<file path="src/rtl/serial_subtractor_pkg.sv">
// Shared constants, state encoding and flag helper for the digit-serial subtractor.
package serial_subtractor_pkg;

   localparam int NBIT  = 32;
   localparam int DIGIT = 4;

   typedef enum logic [1:0] {
      S_IDLE = 2'd0,
      S_RUN  = 2'd1,
      S_DONE = 2'd2
   } state_t;

   // Signed overflow of a - b, from the two operand sign bits and the result sign bit.
   function automatic logic sub_ovf(input logic sa, input logic sb, input logic sr);
      return (sa != sb) && (sr != sa);
   endfunction

endpackage

</file>
<file path="src/rtl/serial_subtractor_sub_digit.sv">
// One DIGIT-wide slice of a - b - bin with the borrow rippled bit by bit.
module sub_digit #(
   parameter int DIGIT = serial_subtractor_pkg::DIGIT
) (
   input  logic [DIGIT-1:0] a,
   input  logic [DIGIT-1:0] b,
   input  logic             bin,
   output logic [DIGIT-1:0] d,
   output logic             bout
);

   logic [DIGIT:0] br;

   always_comb begin
      br    = '0;
      br[0] = bin;
      d     = '0;
      for (int i = 0; i < DIGIT; i++) begin
         d[i]    = a[i] ^ b[i] ^ br[i];
         br[i+1] = (~a[i] & b[i]) | (~(a[i] ^ b[i]) & br[i]);
      end
   end

   assign bout = br[DIGIT];

endmodule

</file>
<file path="src/rtl/serial_subtractor.sv">
// Digit-serial subtractor s = a - b, DIGIT bits per clock, LSB first, start/ready/done handshake.
// Define SUB_FLAGS_EN to add the registered borrow/zero/ovf outputs.
module serial_subtractor #(
   parameter int NBIT  = serial_subtractor_pkg::NBIT,
   parameter int DIGIT = serial_subtractor_pkg::DIGIT
) (
   input  logic            clk,
   input  logic            rst,
   input  logic            start,
   input  logic [NBIT-1:0] a,
   input  logic [NBIT-1:0] b,
   output logic            ready,
   output logic            done,
   output logic [NBIT-1:0] s
`ifdef SUB_FLAGS_EN
   ,
   output logic            borrow,
   output logic            zero,
   output logic            ovf
`endif
);

   import serial_subtractor_pkg::*;

   localparam int NSTEP = NBIT / DIGIT;
   localparam int CNT_W = (NSTEP > 1) ? $clog2(NSTEP) : 1;
   localparam logic [CNT_W-1:0] CNT_LAST = CNT_W'(NSTEP - 1);

   state_t state, state_nx;

   logic [CNT_W-1:0]      cnt;
   logic [NBIT-1:0]       a_sh, b_sh, r_sh;
   logic                  brw;
   logic [DIGIT-1:0]      d;
   logic                  bout;
   logic [NBIT+DIGIT-1:0] cat;
   logic [NBIT-1:0]       res_nx;
   logic                  accept;
   logic                  last;

   assign accept = start & ready;
   assign last   = (state == S_RUN) && (cnt == CNT_LAST);

   sub_digit #(.DIGIT(DIGIT)) u_digit (
      .a    (a_sh[DIGIT-1:0]),
      .b    (b_sh[DIGIT-1:0]),
      .bin  (brw),
      .d    (d),
      .bout (bout)
   );

   // New digit enters at the MSB end; after NSTEP shifts the LSB digit has reached bit 0.
   assign cat    = {d, r_sh};
   assign res_nx = cat[NBIT+DIGIT-1:DIGIT];

   always_ff @(posedge clk) begin
      if (rst) state <= S_IDLE;
      else     state <= state_nx;
   end

   always_comb begin
      state_nx = state;
      ready    = 1'b0;
      done     = 1'b0;
      unique case (state)
         S_IDLE: begin
            ready = 1'b1;
            if (start) state_nx = S_RUN;
         end
         S_RUN: begin
            if (cnt == CNT_LAST) state_nx = S_DONE;
         end
         S_DONE: begin
            ready    = 1'b1;
            done     = 1'b1;
            state_nx = start ? S_RUN : S_IDLE;
         end
         default: state_nx = S_IDLE;
      endcase
   end

   // Operand shift registers carry no meaning until an accept reloads them.
   always_ff @(posedge clk) begin
      if (accept) begin
         a_sh <= a;
         b_sh <= b;
      end else if (state == S_RUN) begin
         a_sh <= a_sh >> DIGIT;
         b_sh <= b_sh >> DIGIT;
         r_sh <= res_nx;
      end
   end

   always_ff @(posedge clk) begin
      if (rst) begin
         cnt <= '0;
         brw <= 1'b0;
         s   <= '0;
      end else if (accept) begin
         cnt <= '0;
         brw <= 1'b0;
      end else if (state == S_RUN) begin
         cnt <= cnt + 1'b1;
         brw <= bout;
         if (last) s <= res_nx;
      end
   end

`ifdef SUB_FLAGS_EN
   logic sa, sb;

   always_ff @(posedge clk) begin
      if (rst) begin
         sa     <= 1'b0;
         sb     <= 1'b0;
         borrow <= 1'b0;
         zero   <= 1'b0;
         ovf    <= 1'b0;
      end else if (accept) begin
         sa <= a[NBIT-1];
         sb <= b[NBIT-1];
      end else if (last) begin
         borrow <= bout;
         zero   <= (res_nx == '0);
         ovf    <= sub_ovf(sa, sb, d[DIGIT-1]);
      end
   end
`endif

endmodule

</file>
<file path="config.mk">
export PLATFORM = sky130hd
export DESIGN_NAME = serial_subtractor
export DESIGN_NICKNAME = d
export VERILOG_FILES = /design/src/rtl/serial_subtractor_pkg.sv /design/src/rtl/serial_subtractor_sub_digit.sv /design/src/rtl/serial_subtractor.sv
export SDC_FILE = /design/constraint.sdc
export NUM_CORES = 1
export LEC_CHECK = 0
export CAP_MARGIN = 20
export CORE_ASPECT_RATIO = 1.5
export CORE_MARGIN = 4
export CORE_UTILIZATION = 55
export DETAILED_ROUTE_END_ITERATION = 10
export PLACE_DENSITY = 0.94
export SYNTH_ARGS = -nofsm -noshare
export SYNTH_HDL_FRONTEND = slang
export SYNTH_HIERARCHICAL = 1
export SYNTH_SLANG_ARGS = --single-unit
</file>
<file path="constraint.sdc">
create_clock -name clk -period 13.9 [get_ports clk]
set_input_delay 2.085 -clock clk [delete_from_list [all_inputs] [get_ports clk]]
set_output_delay 2.085 -clock clk [all_outputs]
set_load 0.02 [all_outputs]
</file>
==> key figures, run 1 <==
Clock network
  – Postcts setup bufs: 0
  – Clock root buffer master: clkbuf_16
  – CTS Sinks: between 100 and 150
  – CTS tree: yes
  – Resized Gates After CTS: 0
  – Clock latency on the worst-skew pair: about 0.42 ns
  – Max clock buf depth: 2
  – Worst-path clk slew: around 0.06 ns
  – Htree depth: 4
  – Cts hold-fix bufs: 0
  – Cts bufs inserted: 17

Drt
  – Final wirelength: 10.1 mm
  – Routed vias/inst: ~5.3
  – Detail Route Antenna Nets: 0
  – WL/cell: approximately 18 µm
  – DR pass1 iterations: 5
  – DRC viols: 0
  – Iter 0 DRT Violations: 99
  – Vias: around 3100

Die
  – Die area: 11000 µm²
  – Height of the chip: between 100 and 150 µm
  – I/O Pins: 101
  – Core box area: 8990 µm²
  – Row cnt: 42
  – Die W: 86.9 µm
  – Initial Util: 0.572

Worst setup path
  – CP max FO: 13
  – Worst setup path category: reg -> out
  – Critical Path RT: approximately 12 ns
  – Worst path arrival time: between 1.5 and 2 ns
  – Crit end category: output pin
  – Critical path launch point type: register

Synth
  – Ys async rst share: 0
  – Netlist cell types: 28
  – Mapped cell area: 5140 µm²
  – Avg Inst Size Synth: 14.6 µm²
  – Synthesized Nets: around 420
  – Post-synth EDFFs: 92
  – Synth Instances: approximately 350
  – Register bit total from synthesis: 130
  – Synthesis Warnings: 6
  – Main synth FF type: edfxtp_1
  – Sequential area share after synthesis: 0.685

Final layout
  – Area Overhead vs Synth: 32.7%
  – Layout Nets: 527
  – Commonest cells after routing, fill and taps aside: clkdlybuf4s50_1 (100), edfxtp_1 (92), nand2_1 (64), mux2_2 (38), dfxtp_1 (38)
  – Layout cells sized above 1: 0.214
  – Commonest non-fill, non-tap cell in the layout: clkdlybuf4s50_1
  – Post-route cell area: between 6000 and 7000 µm²
  – ANT cells: 0

STA
  – Max-slew violations: 0
  – Final Hold Vio Count: 0
  – Layout Skew: ~0.0055 ns
  – RSZ-0062 raised after global routing: no
  – Minimum clock period: ~3.9 ns
  – Max frequency: between 200 and 300 MHz
  – Final setup fails: 0
  – Worst slew pin tran: 0.767 ns
  – Total Neg Setup Slack: 0 ns
  – Final period util: 0.283
  – Slew Limit Headroom: 0.489

GRT
  – First-pass GRT wire length: around 16 mm
  – Grt total ovfl: 0
  – Vias in the first global route: ~3400
  – All-Layer GR Usage: 0.197
  – Largest net degree at the start of global routing: slightly below 60
  – Antenna violations before repair: 0

Placed design
  – Routability cong.: around 0.77
  – HPWL Detailed: approximately 7 mm
  – DP Area: between 6000 and 7000 µm²
  – Port bufs: 100

Power
  – VDD IR max: approximately 0.11 mV
  – Pwr per Cell Area: about 150 nW/µm²
  – Static Leak: roughly 2.5 nW

Job
  – Max cap viols: 0

Status
  – Status: finished clean

Hold path
  – Hold WC Path Type: reg -> reg
-- critical path, cell delays in order, from the launching register on --
cell             delay, ns
dfxtp_1               0.63
inv_2                 0.21
clkdlybuf4s50_1       0.59
-- path summary, 6_finish.rpt --
check,from,depth (start not counted),to,slack [ns]
worst min register to register,r_sh[11],0,r_sh[7],0.45
worst max-delay path,state[0],2,ready,9.97
worst max register to register,state[0],3,b_sh[13],11.47
worst min-delay path,r_sh[11],0,r_sh[7],0.45
-- cell type report --
class | count | area [µm²]
fillers | 523 | 2160
well taps | 110 | 138
flip-flops and latches | 130 | 3520
repair buffers | 105 | 1080
clock buffers | 23 | 543
multi-input cells | 188 | 1430
inverters | 12 | 45.0
clock inverters | 9 | 61.3
-- where the power goes --
group	internal (W)	switching [W]	leakage (nW)
logic	0.0000496	0.0000358	0.981
registers	0.000460	0.0000131	1.21
clock network	0.000276	0.000163	0.297
total	0.000785	0.000212	2.48
-- cells in the mapped netlist, drive strengths merged (2+ instances only) --
library cell | instances | area share
and3 | 8 | 0.0097
clkbuf | 6 | 0.0044
nand2 | 65 | 0.048
ha | 2 | 0.0049
a211oi | 3 | 0.0044
a21oi | 37 | 0.039
mux2i | 3 | 0.0058
edfxtp | 92 | 0.54
fa | 4 | 0.016
buf | 15 | 0.025
dfxtp | 38 | 0.15
nor2 | 2 | 0.0015
mux2 | 56 | 0.14
inv | 12 | 0.0088
-- routing by layer --
metal  vias up  wire [µm]  track usage
li1       1454          -            -
met1      1471       3680        0.215
met2       113       5510        0.337
met3        21        716       0.0746
met4         0        213       0.0817
met5         -          0            0
-- sequential cells by signal, indices dropped and copies added, names as in the netlist --
register,cells
s,32
state,2
r_sh,28
brw,1
b_sh,32
cnt,3
a_sh,32
-- stage by stage --
| stage | setup WS, ns | hold slack, ns | std cells | power [W] | utilization |
|---|---|---|---|---|---|
| after CTS | 9.97 | 0.446 | 575 | 0.00100 | 0.753 |
| after global placement | 9.79 | 0.431 | 543 | 0.000558 | 0.686 |
| final | 9.97 | 0.445 | 577 | 0.000997 | 0.759 |
| after floorplan | 8.13 | 0.426 | 351 | 0.000532 | - |
| after global routing | 9.89 | 0.453 | 577 | 0.00103 | 0.759 |
| after detailed placement | 9.70 | 0.435 | 543 | 0.000566 | 0.686 |
-- cell families after synthesis --
| kind of cell | synth area share |
|---|---|
| flip-flops | 0.685 |
| adder cells (fa/ha/maj) | 0.0204 |
| XOR/XNOR | 0.00170 |
| multiplexers | 0.142 |
| AO/OA/AOI/OAI | 0.0443 |
| buffers and inverters | 0.0380 |
| AND/OR/NAND/NOR | 0.0684 |
No activity file was read; power rests on OpenSTA's default activity.
==> run 2: changes to the inputs <==
--- a/config.mk
+++ b/config.mk
@@ -8,9 +8,9 @@
 export CAP_MARGIN = 20
 export CORE_ASPECT_RATIO = 1.5
 export CORE_MARGIN = 4
-export CORE_UTILIZATION = 55
+export CORE_UTILIZATION = 51
 export DETAILED_ROUTE_END_ITERATION = 10
-export PLACE_DENSITY = 0.94
+export PLACE_DENSITY = 0.89
 export SYNTH_ARGS = -nofsm -noshare
 export SYNTH_HDL_FRONTEND = slang
 export SYNTH_HIERARCHICAL = 1
==> constraint.sdc (replaced) <==
create_clock -name clk -period 3.7 [get_ports clk]
set_input_delay 0.555 -clock clk [delete_from_list [all_inputs] [get_ports clk]]
set_output_delay 0.555 -clock clk [all_outputs]
set_load 0.02 [all_outputs]
==> key figures, run 2 (synthesis results as in run 1) <==
Drt
  – Routed vias/inst: 5.24 (-1.1%)
  – WL/cell: 16.4 µm (-6.5%)
  – DR pass1 iterations: 4 (-1)
  – Vias: 3057 (-0.065%)
  – Final wirelength: 9.55 mm (-5.5%)
  – Iter 0 DRT Violations: 96 (-3.0%)
  – DRC viols: 0 (unchanged)
  – Detail Route Antenna Nets: 0 (unchanged)

Worst setup path
  – Critical path launch point type: register
  – Crit path largest cell delay: 0.63 ns (about the same)
  – Worst path arrival time: 1.84 ns (about the same)
  – CP max FO: 9 (-4)
  – CP Launch Point: state[1]
  – Worst setup path category: reg -> out
  – Critical Path RT: 3.14 ns (-8.67 ns)
  – Worst-path cell chain: nor2b_1 -> clkdlybuf4s50_1
  – CP max-delay cell: clkdlybuf4s50_1
  – R2r startpoint: state[0]
  – Crit end category: output pin

GRT
  – First-pass GRT wire length: 15.4 mm (-5.1%)
  – Vias in the first global route: 3175 (-5.2%)
  – All-Layer GR Usage: 0.171 (-0.0259)
  – Grt total ovfl: 0 (unchanged)
  – Antenna violations before repair: 0 (unchanged)
  – Largest net degree at the start of global routing: 39 (-33%)

Clock network
  – Resized Gates After CTS: 0 (unchanged)
  – Cts hold-fix bufs: 0 (unchanged)
  – Clock root buffer master: clkbuf_16
  – Worst-path clk slew: 0.06 ns (about the same)
  – Cts bufs inserted: 17 (unchanged)
  – Max clock buf depth: 2 (unchanged)
  – CTS tree: yes
  – Clock latency on the worst-skew pair: 0.41 ns (about the same)
  – Htree depth: 4 (unchanged)
  – CTS Sinks: 130 (unchanged)
  – Postcts setup bufs: 0 (unchanged)

STA
  – Final Hold Vio Count: 0 (unchanged)
  – Max-slew violations: 0 (unchanged)
  – Max frequency: between 400 and 500 MHz
  – RSZ-0062 raised after global routing: no
  – Layout Skew: 0.00763 ns (+0.00216 ns)
  – Final period util: 0.647
  – Slew Limit Headroom: 0.347 (-0.141)
  – Worst slew pin tran: 0.975 ns (+0.208 ns)
  – Total Neg Setup Slack: 0 ns (unchanged)
  – Final setup fails: 0 (unchanged)
  – Minimum clock period: about 2.4 ns

Final layout
  – Layout Cells excl Fill: 583 (+1.0%)
  – Flip-flop and latch area: 3520 µm² (unchanged)
  – Area Overhead vs Synth: 32.1%
  – Biggest regs: a_sh: 32 flops, b_sh: 32 flops, s: 32 flops
  – Layout cells sized above 1: 0.216 (+0.00168)
  – Fillcell total: 641 (+23%)
  – ANT cells: 0 (unchanged)
  – Commonest non-fill, non-tap cell in the layout: clkdlybuf4s50_1
  – Commonest cells after routing, fill and taps aside: clkdlybuf4s50_1 (100), edfxtp_1 (92), nand2_1 (64), mux2_2 (38), dfxtp_1 (38)
  – Layout Nets: 528 (+0.19%)
  – Area of the multi-input gates: 1430 µm² (unchanged)

Hold path
  – Worst hold start: s[13]
  – Hold WC Path Type: reg -> reg

Placed design
  – Dpl cells: 550 (+1.3%)
  – Routability cong.: 0.753 (-1.8%)
  – HPWL Detailed: 6.61 mm (-2.8%)
  – Port bufs: 100 (unchanged)

Power
  – VDD IR max: 0.376 mV (+250%)
  – Static Leak: 2.48 nW (-0.25%)
  – Flop pwr share: 0.486 (+0.012)
  – Clk pwr share: 0.427 (-0.013)
  – Internal cell power: 0.00287 W (+270%)
  – Sw Share: 0.214 (+0.00143)
  – Logic gate share of total power: 0.087 (about the same)
  – NetSw: 0.000781 W (+270%)
  – Pwr per Cell Area: 537 nW/µm² (+270%)

Die
  – I/O Pins: 101 (unchanged)
  – Initial Util: 0.527 (-0.0445)
  – Die area: 11800 µm² (+7.2%)
  – Die W: 90.0 µm (+3.5%)
  – Row cnt: 44 (+4.8%)
  – Height of the chip: 131 µm (+3.6%)
  – Core box area: 9740 µm² (+8.4%)

Job
  – Max cap viols: 0 (unchanged)

Status
  – Status: finished clean
==> run 2: cell types whose count changed in the layout (fill, tap and decap cells not counted) <==
cell,change
clkbuf_16,-2
buf_4,+1
inv_4,+1
clkinvlp_4,-2
clkinv_4,+1
buf_12,+1
clkinv_2,+2
buf_16,-1
==> run 2: area by class of cell <==
cell class / instances / area share
tap: 115 / 0.0212
timing repair buffer: 106 / 0.159
inverter: 12 / 0.00664
multi-input combinational: 188 / 0.211
sequential: 130 / 0.519
clock buffer: 21 / 0.0726
clock inverter: 11 / 0.0105
==> run 2: path summary, 6_finish.rpt <==
kind / endpoint / slack [ns] / cells past startpoint
worst min register to register: s[13] / 0.45 / 2
worst max register to register: a_sh[8] / 1.46 / 3
worst min-delay path: s[13] / 0.45 / 2
worst max-delay path: done / 1.31 / 2
==> run 2: critical path, delay by kind of cell, from the launching register on <==
family / cells / cell delay [ns]
buffers and inverters: 1 / 0.63
DFF: 1 / 0.58
and+or+nand+nor: 1 / 0.22
==> run 2: layer usage <==
| metal | track usage | vias to the layer above | part of all wire |
|---|---|---|---|
| li1 | - | 1459 | - |
| met3 | 0.0607 | 15 | 0.061 |
| met5 | 0 | - | 0 |
| met2 | 0.306 | 101 | 0.54 |
| met1 | 0.184 | 1482 | 0.38 |
| met4 | 0.0784 | 0 | 0.020 |
==> run 2: power by group through the flow <==
stage                     clock network [W]  logic (W)  registers, W
after CTS                           0.00158   0.000323       0.00178
after floorplan                           0   0.000207       0.00178
final                               0.00156   0.000318       0.00177
after detailed placement                  0   0.000321       0.00181
after global routing                0.00165   0.000349       0.00179
after global placement                    0   0.000307       0.00180
==> run 2: per-stage QoR <==
stage | hold slack, ns | total power [W] | util | instance area [µm²] | worst slack (ns)
final | 0.451 | 0.00365 | 0.697 | 6790 | 1.31
after global routing | 0.460 | 0.00378 | 0.697 | 6790 | 1.21
after CTS | 0.449 | 0.00368 | 0.694 | 6760 | 1.24
after detailed placement | 0.436 | 0.00213 | 0.636 | 6200 | 1.27
after global placement | 0.431 | 0.00210 | 0.636 | 6200 | 1.35
after floorplan | 0.426 | 0.00199 | - | 5140 | 0.881
